==> config.mk <==
export PLATFORM = sky130hd
export DESIGN_NAME = mshr_refill_unit_flat
export DESIGN_NICKNAME = d
export VERILOG_FILES = /design/src/rtl/mshr_refill_unit_if.sv /design/src/rtl/mshr_refill_unit.sv /design/src/flat_wrapper.sv
export SDC_FILE = /design/constraint.sdc
export NUM_CORES = 1
export LEC_CHECK = 0
export ABC_AREA = 1
export CAP_MARGIN = 20
export CORE_AREA = 5 5 165 167
export CTS_BUF_LIST = sky130_fd_sc_hd__clkbuf_16
export CTS_CLUSTER_SIZE = 12
export DETAILED_ROUTE_END_ITERATION = 7
export DIE_AREA = 0 0 170 172
export GPL_ROUTABILITY_DRIVEN = 0
export PLACE_DENSITY = 0.83
export SYNTH_ARGS = -nofsm -noshare
export SYNTH_HDL_FRONTEND = slang
export SYNTH_SLANG_ARGS = --single-unit
==> constraint.sdc <==
create_clock -name clk -period 4.65 [get_ports clk]
set_input_delay 0.465 -clock clk [delete_from_list [all_inputs] [get_ports clk]]
set_output_delay 0.465 -clock clk [all_outputs]
set_load 0.02 [all_outputs]
==> src/rtl/mshr_refill_unit_if.sv <==
// Bundle of cache-side and memory-side signals for the single-entry MSHR refill stage.
interface mshr_refill_unit_if #(
    parameter int ADR_WIDTH   = 32,
    parameter int DATA_WIDTH  = 32,
    parameter int WORD_OFFSET = 2
);
    logic                   miss_req_i;
    logic [ADR_WIDTH-1:0]   miss_adr_i;
    logic                   miss_dirty_i;
    logic [ADR_WIDTH-1:0]   victim_adr_i;
    logic                   victim_vld_i;
    logic [WORD_OFFSET-1:0] mshr_victim_word_i;
    logic [DATA_WIDTH-1:0]  mshr_victim_dat_i;
    logic                   miss_ack_o;
    logic                   busy_o;
    logic                   load_vld_o;
    logic [WORD_OFFSET-1:0] mshr_load_word_o;
    logic [DATA_WIDTH-1:0]  mshr_load_dat_o;
    logic                   refill_done_o;
    logic                   mem_req_o;
    logic                   mem_we_o;
    logic [ADR_WIDTH-1:0]   mem_adr_o;
    logic [DATA_WIDTH-1:0]  mem_dat_o;
    logic                   mem_ack_i;
    logic [DATA_WIDTH-1:0]  mem_dat_i;

    modport slave (
        input  miss_req_i, miss_adr_i, miss_dirty_i, victim_adr_i,
               victim_vld_i, mshr_victim_word_i, mshr_victim_dat_i,
               mem_ack_i, mem_dat_i,
        output miss_ack_o, busy_o, load_vld_o, mshr_load_word_o, mshr_load_dat_o,
               refill_done_o, mem_req_o, mem_we_o, mem_adr_o, mem_dat_o
    );

    modport master (
        output miss_req_i, miss_adr_i, miss_dirty_i, victim_adr_i,
               victim_vld_i, mshr_victim_word_i, mshr_victim_dat_i,
               mem_ack_i, mem_dat_i,
        input  miss_ack_o, busy_o, load_vld_o, mshr_load_word_o, mshr_load_dat_o,
               refill_done_o, mem_req_o, mem_we_o, mem_adr_o, mem_dat_o
    );
endinterface

==> src/rtl/mshr_refill_unit.sv <==
// Single-entry miss handler: captures a dirty victim, writes it back, then refills
// the missing line critical-word-first.
module mshr_refill_unit #(
    parameter int ADR_WIDTH   = 32,
    parameter int DATA_WIDTH  = 32,
    parameter int WORD_OFFSET = 2
) (
    input  logic             clk,
    input  logic             rst,
    mshr_refill_unit_if.slave bus
);
    localparam int LINE_W = ADR_WIDTH - WORD_OFFSET - 2;
    localparam int WORDS  = 1 << WORD_OFFSET;

    typedef enum logic [1:0] {IDLE, VCAP, WB, FILL} state_t;

    state_t                 state_q, state_d;
    logic                   ack_q, ack_d;
    logic                   load_vld_q, load_vld_d;
    logic                   done_q, done_d;
    logic [WORD_OFFSET-1:0] load_word_q, load_word_d;
    logic [DATA_WIDTH-1:0]  load_dat_q, load_dat_d;
    logic                   mem_req_q, mem_req_d;
    logic                   mem_we_q, mem_we_d;
    logic [ADR_WIDTH-1:0]   mem_adr_q, mem_adr_d;
    logic [DATA_WIDTH-1:0]  mem_dat_q, mem_dat_d;
    logic [WORD_OFFSET-1:0] cnt_q, cnt_d;
    logic [WORD_OFFSET-1:0] crit_q, crit_d;
    logic [LINE_W-1:0]      miss_line_q, miss_line_d;
    logic [LINE_W-1:0]      victim_line_q, victim_line_d;
    logic [DATA_WIDTH-1:0]  vbuf_q [WORDS];
    logic [DATA_WIDTH-1:0]  vbuf_d [WORDS];
    logic [WORD_OFFSET-1:0] cnt_inc, fill_cur, fill_nxt;
    logic                   unused_adr_bits;

    assign unused_adr_bits = ^{bus.miss_adr_i[1:0], bus.victim_adr_i[WORD_OFFSET+1:0]};

    always_comb begin
        state_d       = state_q;
        ack_d         = 1'b0;
        load_vld_d    = 1'b0;
        done_d        = 1'b0;
        load_word_d   = load_word_q;
        load_dat_d    = load_dat_q;
        mem_req_d     = mem_req_q;
        mem_we_d      = mem_we_q;
        mem_adr_d     = mem_adr_q;
        mem_dat_d     = mem_dat_q;
        cnt_d         = cnt_q;
        crit_d        = crit_q;
        miss_line_d   = miss_line_q;
        victim_line_d = victim_line_q;
        vbuf_d        = vbuf_q;
        cnt_inc       = cnt_q + 1'b1;
        fill_cur      = crit_q + cnt_q;
        fill_nxt      = crit_q + cnt_inc;

        case (state_q)
            IDLE: begin
                if (bus.miss_req_i) begin
                    ack_d         = 1'b1;
                    cnt_d         = '0;
                    miss_line_d   = bus.miss_adr_i[ADR_WIDTH-1 -: LINE_W];
                    crit_d        = bus.miss_adr_i[WORD_OFFSET+1:2];
                    victim_line_d = bus.victim_adr_i[ADR_WIDTH-1 -: LINE_W];
                    if (bus.miss_dirty_i) begin
                        state_d = VCAP;
                    end else begin
                        // Clean miss: first read beat goes out alongside the ack.
                        state_d   = FILL;
                        mem_req_d = 1'b1;
                        mem_we_d  = 1'b0;
                        mem_adr_d = {bus.miss_adr_i[ADR_WIDTH-1 -: LINE_W],
                                     bus.miss_adr_i[WORD_OFFSET+1:2], 2'b00};
                    end
                end
            end
            VCAP: begin
                if (bus.victim_vld_i) begin
                    vbuf_d[bus.mshr_victim_word_i] = bus.mshr_victim_dat_i;
                    cnt_d = cnt_inc;
                    if (cnt_q == '1) begin
                        // Read word 0 from the updated buffer so a final beat to word 0 is seen.
                        state_d   = WB;
                        mem_req_d = 1'b1;
                        mem_we_d  = 1'b1;
                        mem_adr_d = {victim_line_q, {WORD_OFFSET{1'b0}}, 2'b00};
                        mem_dat_d = vbuf_d[0];
                    end
                end
            end
            WB: begin
                if (bus.mem_ack_i) begin
                    cnt_d = cnt_inc;
                    if (cnt_q == '1) begin
                        state_d   = FILL;
                        mem_we_d  = 1'b0;
                        mem_adr_d = {miss_line_q, crit_q, 2'b00};
                    end else begin
                        mem_adr_d = {victim_line_q, cnt_inc, 2'b00};
                        mem_dat_d = vbuf_q[cnt_inc];
                    end
                end
            end
            FILL: begin
                if (bus.mem_ack_i) begin
                    load_vld_d  = 1'b1;
                    load_word_d = fill_cur;
                    load_dat_d  = bus.mem_dat_i;
                    cnt_d       = cnt_inc;
                    if (cnt_q == '1) begin
                        state_d   = IDLE;
                        mem_req_d = 1'b0;
                        done_d    = 1'b1;
                    end else begin
                        mem_adr_d = {miss_line_q, fill_nxt, 2'b00};
                    end
                end
            end
            default: state_d = IDLE;
        endcase
    end

    always_ff @(posedge clk) begin
        if (rst) begin
            state_q       <= IDLE;
            ack_q         <= 1'b0;
            load_vld_q    <= 1'b0;
            done_q        <= 1'b0;
            load_word_q   <= '0;
            load_dat_q    <= '0;
            mem_req_q     <= 1'b0;
            mem_we_q      <= 1'b0;
            mem_adr_q     <= '0;
            mem_dat_q     <= '0;
            cnt_q         <= '0;
            crit_q        <= '0;
            miss_line_q   <= '0;
            victim_line_q <= '0;
        end else begin
            state_q       <= state_d;
            ack_q         <= ack_d;
            load_vld_q    <= load_vld_d;
            done_q        <= done_d;
            load_word_q   <= load_word_d;
            load_dat_q    <= load_dat_d;
            mem_req_q     <= mem_req_d;
            mem_we_q      <= mem_we_d;
            mem_adr_q     <= mem_adr_d;
            mem_dat_q     <= mem_dat_d;
            cnt_q         <= cnt_d;
            crit_q        <= crit_d;
            miss_line_q   <= miss_line_d;
            victim_line_q <= victim_line_d;
        end
    end

    always_ff @(posedge clk) begin
        vbuf_q <= vbuf_d;
    end

    assign bus.miss_ack_o       = ack_q;
    assign bus.busy_o           = (state_q != IDLE);
    assign bus.load_vld_o       = load_vld_q;
    assign bus.mshr_load_word_o = load_word_q;
    assign bus.mshr_load_dat_o  = load_dat_q;
    assign bus.refill_done_o    = done_q;
    assign bus.mem_req_o        = mem_req_q;
    assign bus.mem_we_o         = mem_we_q;
    assign bus.mem_adr_o        = mem_adr_q;
    assign bus.mem_dat_o        = mem_dat_q;
endmodule
==> src/flat_wrapper.sv <==
// flat-port wrapper written by rule: the top's interface ports become plain ports
module mshr_refill_unit_flat 
#(
    parameter int ADR_WIDTH   = 32,
    parameter int DATA_WIDTH  = 32,
    parameter int WORD_OFFSET = 2
)
  (clk, rst, bus_miss_req_i, bus_miss_adr_i, bus_miss_dirty_i, bus_victim_adr_i, bus_victim_vld_i, bus_mshr_victim_word_i, bus_mshr_victim_dat_i, bus_mem_ack_i, bus_mem_dat_i, bus_miss_ack_o, bus_busy_o, bus_load_vld_o, bus_mshr_load_word_o, bus_mshr_load_dat_o, bus_refill_done_o, bus_mem_req_o, bus_mem_we_o, bus_mem_adr_o, bus_mem_dat_o);
  mshr_refill_unit_if #(.ADR_WIDTH(ADR_WIDTH), .DATA_WIDTH(DATA_WIDTH), .WORD_OFFSET(WORD_OFFSET)) bus_i ();
  input  logic clk;
  input  logic rst;
  input wire logic [$bits(bus_i.miss_req_i)-1:0] bus_miss_req_i;
  input wire logic [$bits(bus_i.miss_adr_i)-1:0] bus_miss_adr_i;
  input wire logic [$bits(bus_i.miss_dirty_i)-1:0] bus_miss_dirty_i;
  input wire logic [$bits(bus_i.victim_adr_i)-1:0] bus_victim_adr_i;
  input wire logic [$bits(bus_i.victim_vld_i)-1:0] bus_victim_vld_i;
  input wire logic [$bits(bus_i.mshr_victim_word_i)-1:0] bus_mshr_victim_word_i;
  input wire logic [$bits(bus_i.mshr_victim_dat_i)-1:0] bus_mshr_victim_dat_i;
  input wire logic [$bits(bus_i.mem_ack_i)-1:0] bus_mem_ack_i;
  input wire logic [$bits(bus_i.mem_dat_i)-1:0] bus_mem_dat_i;
  output wire logic [$bits(bus_i.miss_ack_o)-1:0] bus_miss_ack_o;
  output wire logic [$bits(bus_i.busy_o)-1:0] bus_busy_o;
  output wire logic [$bits(bus_i.load_vld_o)-1:0] bus_load_vld_o;
  output wire logic [$bits(bus_i.mshr_load_word_o)-1:0] bus_mshr_load_word_o;
  output wire logic [$bits(bus_i.mshr_load_dat_o)-1:0] bus_mshr_load_dat_o;
  output wire logic [$bits(bus_i.refill_done_o)-1:0] bus_refill_done_o;
  output wire logic [$bits(bus_i.mem_req_o)-1:0] bus_mem_req_o;
  output wire logic [$bits(bus_i.mem_we_o)-1:0] bus_mem_we_o;
  output wire logic [$bits(bus_i.mem_adr_o)-1:0] bus_mem_adr_o;
  output wire logic [$bits(bus_i.mem_dat_o)-1:0] bus_mem_dat_o;
  assign bus_i.miss_req_i = bus_miss_req_i;
  assign bus_i.miss_adr_i = bus_miss_adr_i;
  assign bus_i.miss_dirty_i = bus_miss_dirty_i;
  assign bus_i.victim_adr_i = bus_victim_adr_i;
  assign bus_i.victim_vld_i = bus_victim_vld_i;
  assign bus_i.mshr_victim_word_i = bus_mshr_victim_word_i;
  assign bus_i.mshr_victim_dat_i = bus_mshr_victim_dat_i;
  assign bus_i.mem_ack_i = bus_mem_ack_i;
  assign bus_i.mem_dat_i = bus_mem_dat_i;
  assign bus_miss_ack_o = bus_i.miss_ack_o;
  assign bus_busy_o = bus_i.busy_o;
  assign bus_load_vld_o = bus_i.load_vld_o;
  assign bus_mshr_load_word_o = bus_i.mshr_load_word_o;
  assign bus_mshr_load_dat_o = bus_i.mshr_load_dat_o;
  assign bus_refill_done_o = bus_i.refill_done_o;
  assign bus_mem_req_o = bus_i.mem_req_o;
  assign bus_mem_we_o = bus_i.mem_we_o;
  assign bus_mem_adr_o = bus_i.mem_adr_o;
  assign bus_mem_dat_o = bus_i.mem_dat_o;
  mshr_refill_unit #(.ADR_WIDTH(ADR_WIDTH), .DATA_WIDTH(DATA_WIDTH), .WORD_OFFSET(WORD_OFFSET)) u_core (.clk(clk), .rst(rst), .bus(bus_i));
endmodule
==> summary.txt <==
Run status
  – Status: completed

Timing
  – Slew Limit Fails: 0
  – RSZ-0062 raised after global routing: no
  – Achievable Freq: 384 MHz
  – Tcrit/Tclk final: 0.560
  – Post-layout min period: 2600 ps
  – Setup TNS: 0 ps
  – Fin Clk Skew: 9.73 ps
  – Final hold violations: 0
  – WHS: 472 ps
  – Final Setup Violations: 0
  – Tightest Pin Transition: 1080 ps
  – Slew headroom: 0.279

Drt
  – Metal-1 WL: 14200 µm
  – Top Layer Used: met5
  – Routed len/inst: 15.7 µm
  – Vias: 10986
  – Via density per instance: 5.13
  – Final WL: 33700 µm
  – DRT Pass-1 Iters: 5
  – Metal2 WL: 16300 µm
  – # DRC: 0
  – Drt first-iter violations: 1093
  – Routed wire length on met3: 2680 µm
  – DRT antenna net count: 0

Clocking
  – TritonCTS buffer count: 30
  – Latest clock arrival within the worst-skew pair: 540 ps
  – Clock Tree Buf Depth: 3
  – Clk slew on worst S/H paths: 60 ps
  – Setup bufs post-CTS: 0
  – PostCTS Resize Cnt: 0
  – CTS Sinks: 291
  – Hold_buf cts: 0
  – H-tree depth: 1
  – Root Buffer: clkbuf_16
  – CTS tree: yes

Global route
  – GR Overflow Total: 0
  – Largest net degree at the start of global routing: 67
  – Initial antenna violation count: 2
  – All-Layer GR Usage: 0.218
  – Vias in the first global route: 10359
  – First-pass GRT wire length: 52400 µm

Critical path
  – WP data required: 4180 ps
  – Critical path's most frequent cell: inv_1
  – FF-to-FF path depth: 9
  – Kind of critical path: reg -> out
  – Critical Path Start Type: flop
  – Max FO, Critical Path: 5
  – Slowest-stage cell, CP: clkdlybuf4s50_1
  – Cell Chain, Critical Path: inv_1, ha_1, inv_1, clkdlybuf4s50_1
  – Arr. time, crit path: 2140 ps
  – Slowest stage delay, CP: 660 ps
  – Critical Path End Type: output port

Power and ir drop
  – Worst VDD drop: 0.374 mV
  – Int Pwr: 0.00545 W
  – Sw power: 0.00315 W
  – Static leakage: 6.45 nW
  – Clock Power Share: 0.247
  – PwrDens: 538 nW/µm²
  – Switching share of power: 0.366
  – Sequential share of power: 0.389
  – Logic pwr share: 0.365

Yosys
  – Yosys reg bits: 291
  – Post-synthesis cell type count: 28
  – Synth Cell Area: 12600 µm²
  – Async set or reset register ratio after synthesis: 0
  – Syn Area/Cell: 7.93 µm²
  – Most frequent cells after synthesis: 390 x nand2_1, 345 x nor2_1, 164 x o21ai_0, 163 x dfxtp_1, 128 x edfxtp_1
  – Area contributors post-synth: edfxtp_1 30%, dfxtp_1 26%, nand2_1 12%, nor2_1 10%, o21ai_0 6.5%
  – EDFF count, synth: 128
  – Share of the yosys chip area belonging to registers: 0.564
  – Dominant cell type by area after synthesis: edfxtp_1
  – Synth Flop Type: dfxtp_1
  – Synth warn: 0
  – Synth top area share: 0.305
  – Syn Inst Count: 1591
  – Top-count cell post-synth: nand2_1

Die
  – Boundary Pins: 240
  – Die area: 29200 µm²
  – Die H: 172 µm
  – Core Area: 25600 µm²
  – Initial core utilization: 0.492
  – Row Count: 59
  – DIE WIDTH: 170 µm

Flow run
  – MaxCap Viol Count: 0

Place
  – Placed Cells: 2082
  – Port Buffer Count: 231
  – Hpwl dp: 21000 µm

Cells and area
  – Post-Layout Cell Count: 2142
  – Sequential cell area: 7110 µm²
  – Fillcell total: 2146
  – Multi-input gate area: 4620 µm²
  – Final nets: 1927
  – Post-layout util: 0.624
  – Area growth syn-to-layout: 26.7%
  – Layout cells sized above 1: 0.0421

Min path
  – Worst Hold Class: reg -> reg
  – Hold depth: 2
metal layers:
| layer | GRT usage | up-vias |
|---|---|---|
| met4 | 0.0559 | 2 |
| met1 | 0.287 | 5087 |
| met2 | 0.380 | 414 |
| met3 | 0.0361 | 48 |
| li1 | - | 5435 |
| met5 | 0 | - |
worst paths after layout:
kind                                             start  slack [ps]                                     to
setup / recovery        u_core.state_q[0]$_SDFFE_PP0P_        2050                             bus_busy_o
hold / removal    u_core.bus.mem_adr_o[3]$_SDFFE_PP0P_         470   u_core.bus.mem_adr_o[3]$_SDFFE_PP0P_
setup reg to reg          u_core.cnt_q[0]$_SDFFE_PP0P_        2100  u_core.bus.mem_dat_o[15]$_SDFFE_PP0P_
hold reg to reg   u_core.bus.mem_adr_o[3]$_SDFFE_PP0P_         470   u_core.bus.mem_adr_o[3]$_SDFFE_PP0P_
cell type report:
| class | instances | area share |
|---|---|---|
| clock inverter | 25 | 0.00595 |
| clock buffer | 31 | 0.0485 |
| tap | 335 | 0.0262 |
| multi-input combinational | 1079 | 0.289 |
| timing repair buffer | 251 | 0.155 |
| sequential | 291 | 0.445 |
| antenna | 3 | 0.000470 |
| inverter | 127 | 0.0300 |
flip-flops by register name, summed over array words and instances, names as in the netlist, 2 cells and up:
register / cells
u_core.bus.mem_adr_o: 30
u_core.bus.mem_dat_o: 32
u_core.bus.mshr_load_dat_o: 32
u_core.bus.mshr_load_word_o: 2
u_core.cnt_q: 2
u_core.crit_q: 2
u_core.miss_line_q: 28
u_core.state_q: 2
u_core.vbuf_q: 128
u_core.victim_line_q: 28
stage by stage:
stage               total power (W)  setup slack [ps]  area, µm²
CTS                         0.00863              2010      16000
detailed placement          0.00650              1820      15100
global placement            0.00641              1880      15100
finish                      0.00860              2050      16000
floorplan                   0.00548              1190      12600
global route                0.00918              1900      16000
cells by family (layout without fill, tap and decap cells):
| family | Yosys count | count (layout) | share of synthesized area |
|---|---|---|---|
| AND/OR/NAND/NOR | 827 | 827 | 0.258 |
| flip-flops | 291 | 291 | 0.564 |
| AO/OA/AOI/OAI | 237 | 237 | 0.0941 |
| buffers and inverters | 222 | 434 | 0.0721 |
| adder cells (fa/ha/maj) | 11 | 11 | 0.0109 |
| XOR/XNOR | 2 | 2 | 0.00139 |
| other | 1 | 5 | 0.000297 |
cells in the final DEF (no fill, tap or decap), drive strengths merged:
cell type,synthesis,routed
a21oi,70,70
buf,48,20
clkbuf,47,31
clkdlybuf4s50,0,231
clkinv,2,15
conb,1,2
dfxtp,163,163
diode,0,3
edfxtp,128,128
ha,11,11
inv,125,137
nand2,402,402
nand3,36,36
nand3b,3,3
nand4,1,1
nor2,347,347
nor2b,2,2
nor3,36,36
o21ai,167,167
xnor2,1,1
xor2,1,1
critical path: cells and delay by family, from the launching register on:
kind	cells	cell delay [ps]
buffers and inverters	3	910
flip-flops	1	400
adder cells (fa/ha/maj)	1	290
power groups by stage:
| stage | Combinational, W | Clock, W | Sequential (W) |
|---|---|---|---|
| after floorplan | 0.00190 | 0 | 0.00358 |
| after global placement | 0.00304 | 0 | 0.00337 |
| after detailed placement | 0.00311 | 0 | 0.00339 |
| after CTS | 0.00313 | 0.00217 | 0.00334 |
| after global routing | 0.00350 | 0.00229 | 0.00339 |
| final | 0.00314 | 0.00212 | 0.00334 |
Note: power is estimated with default switching activity, not from simulation.
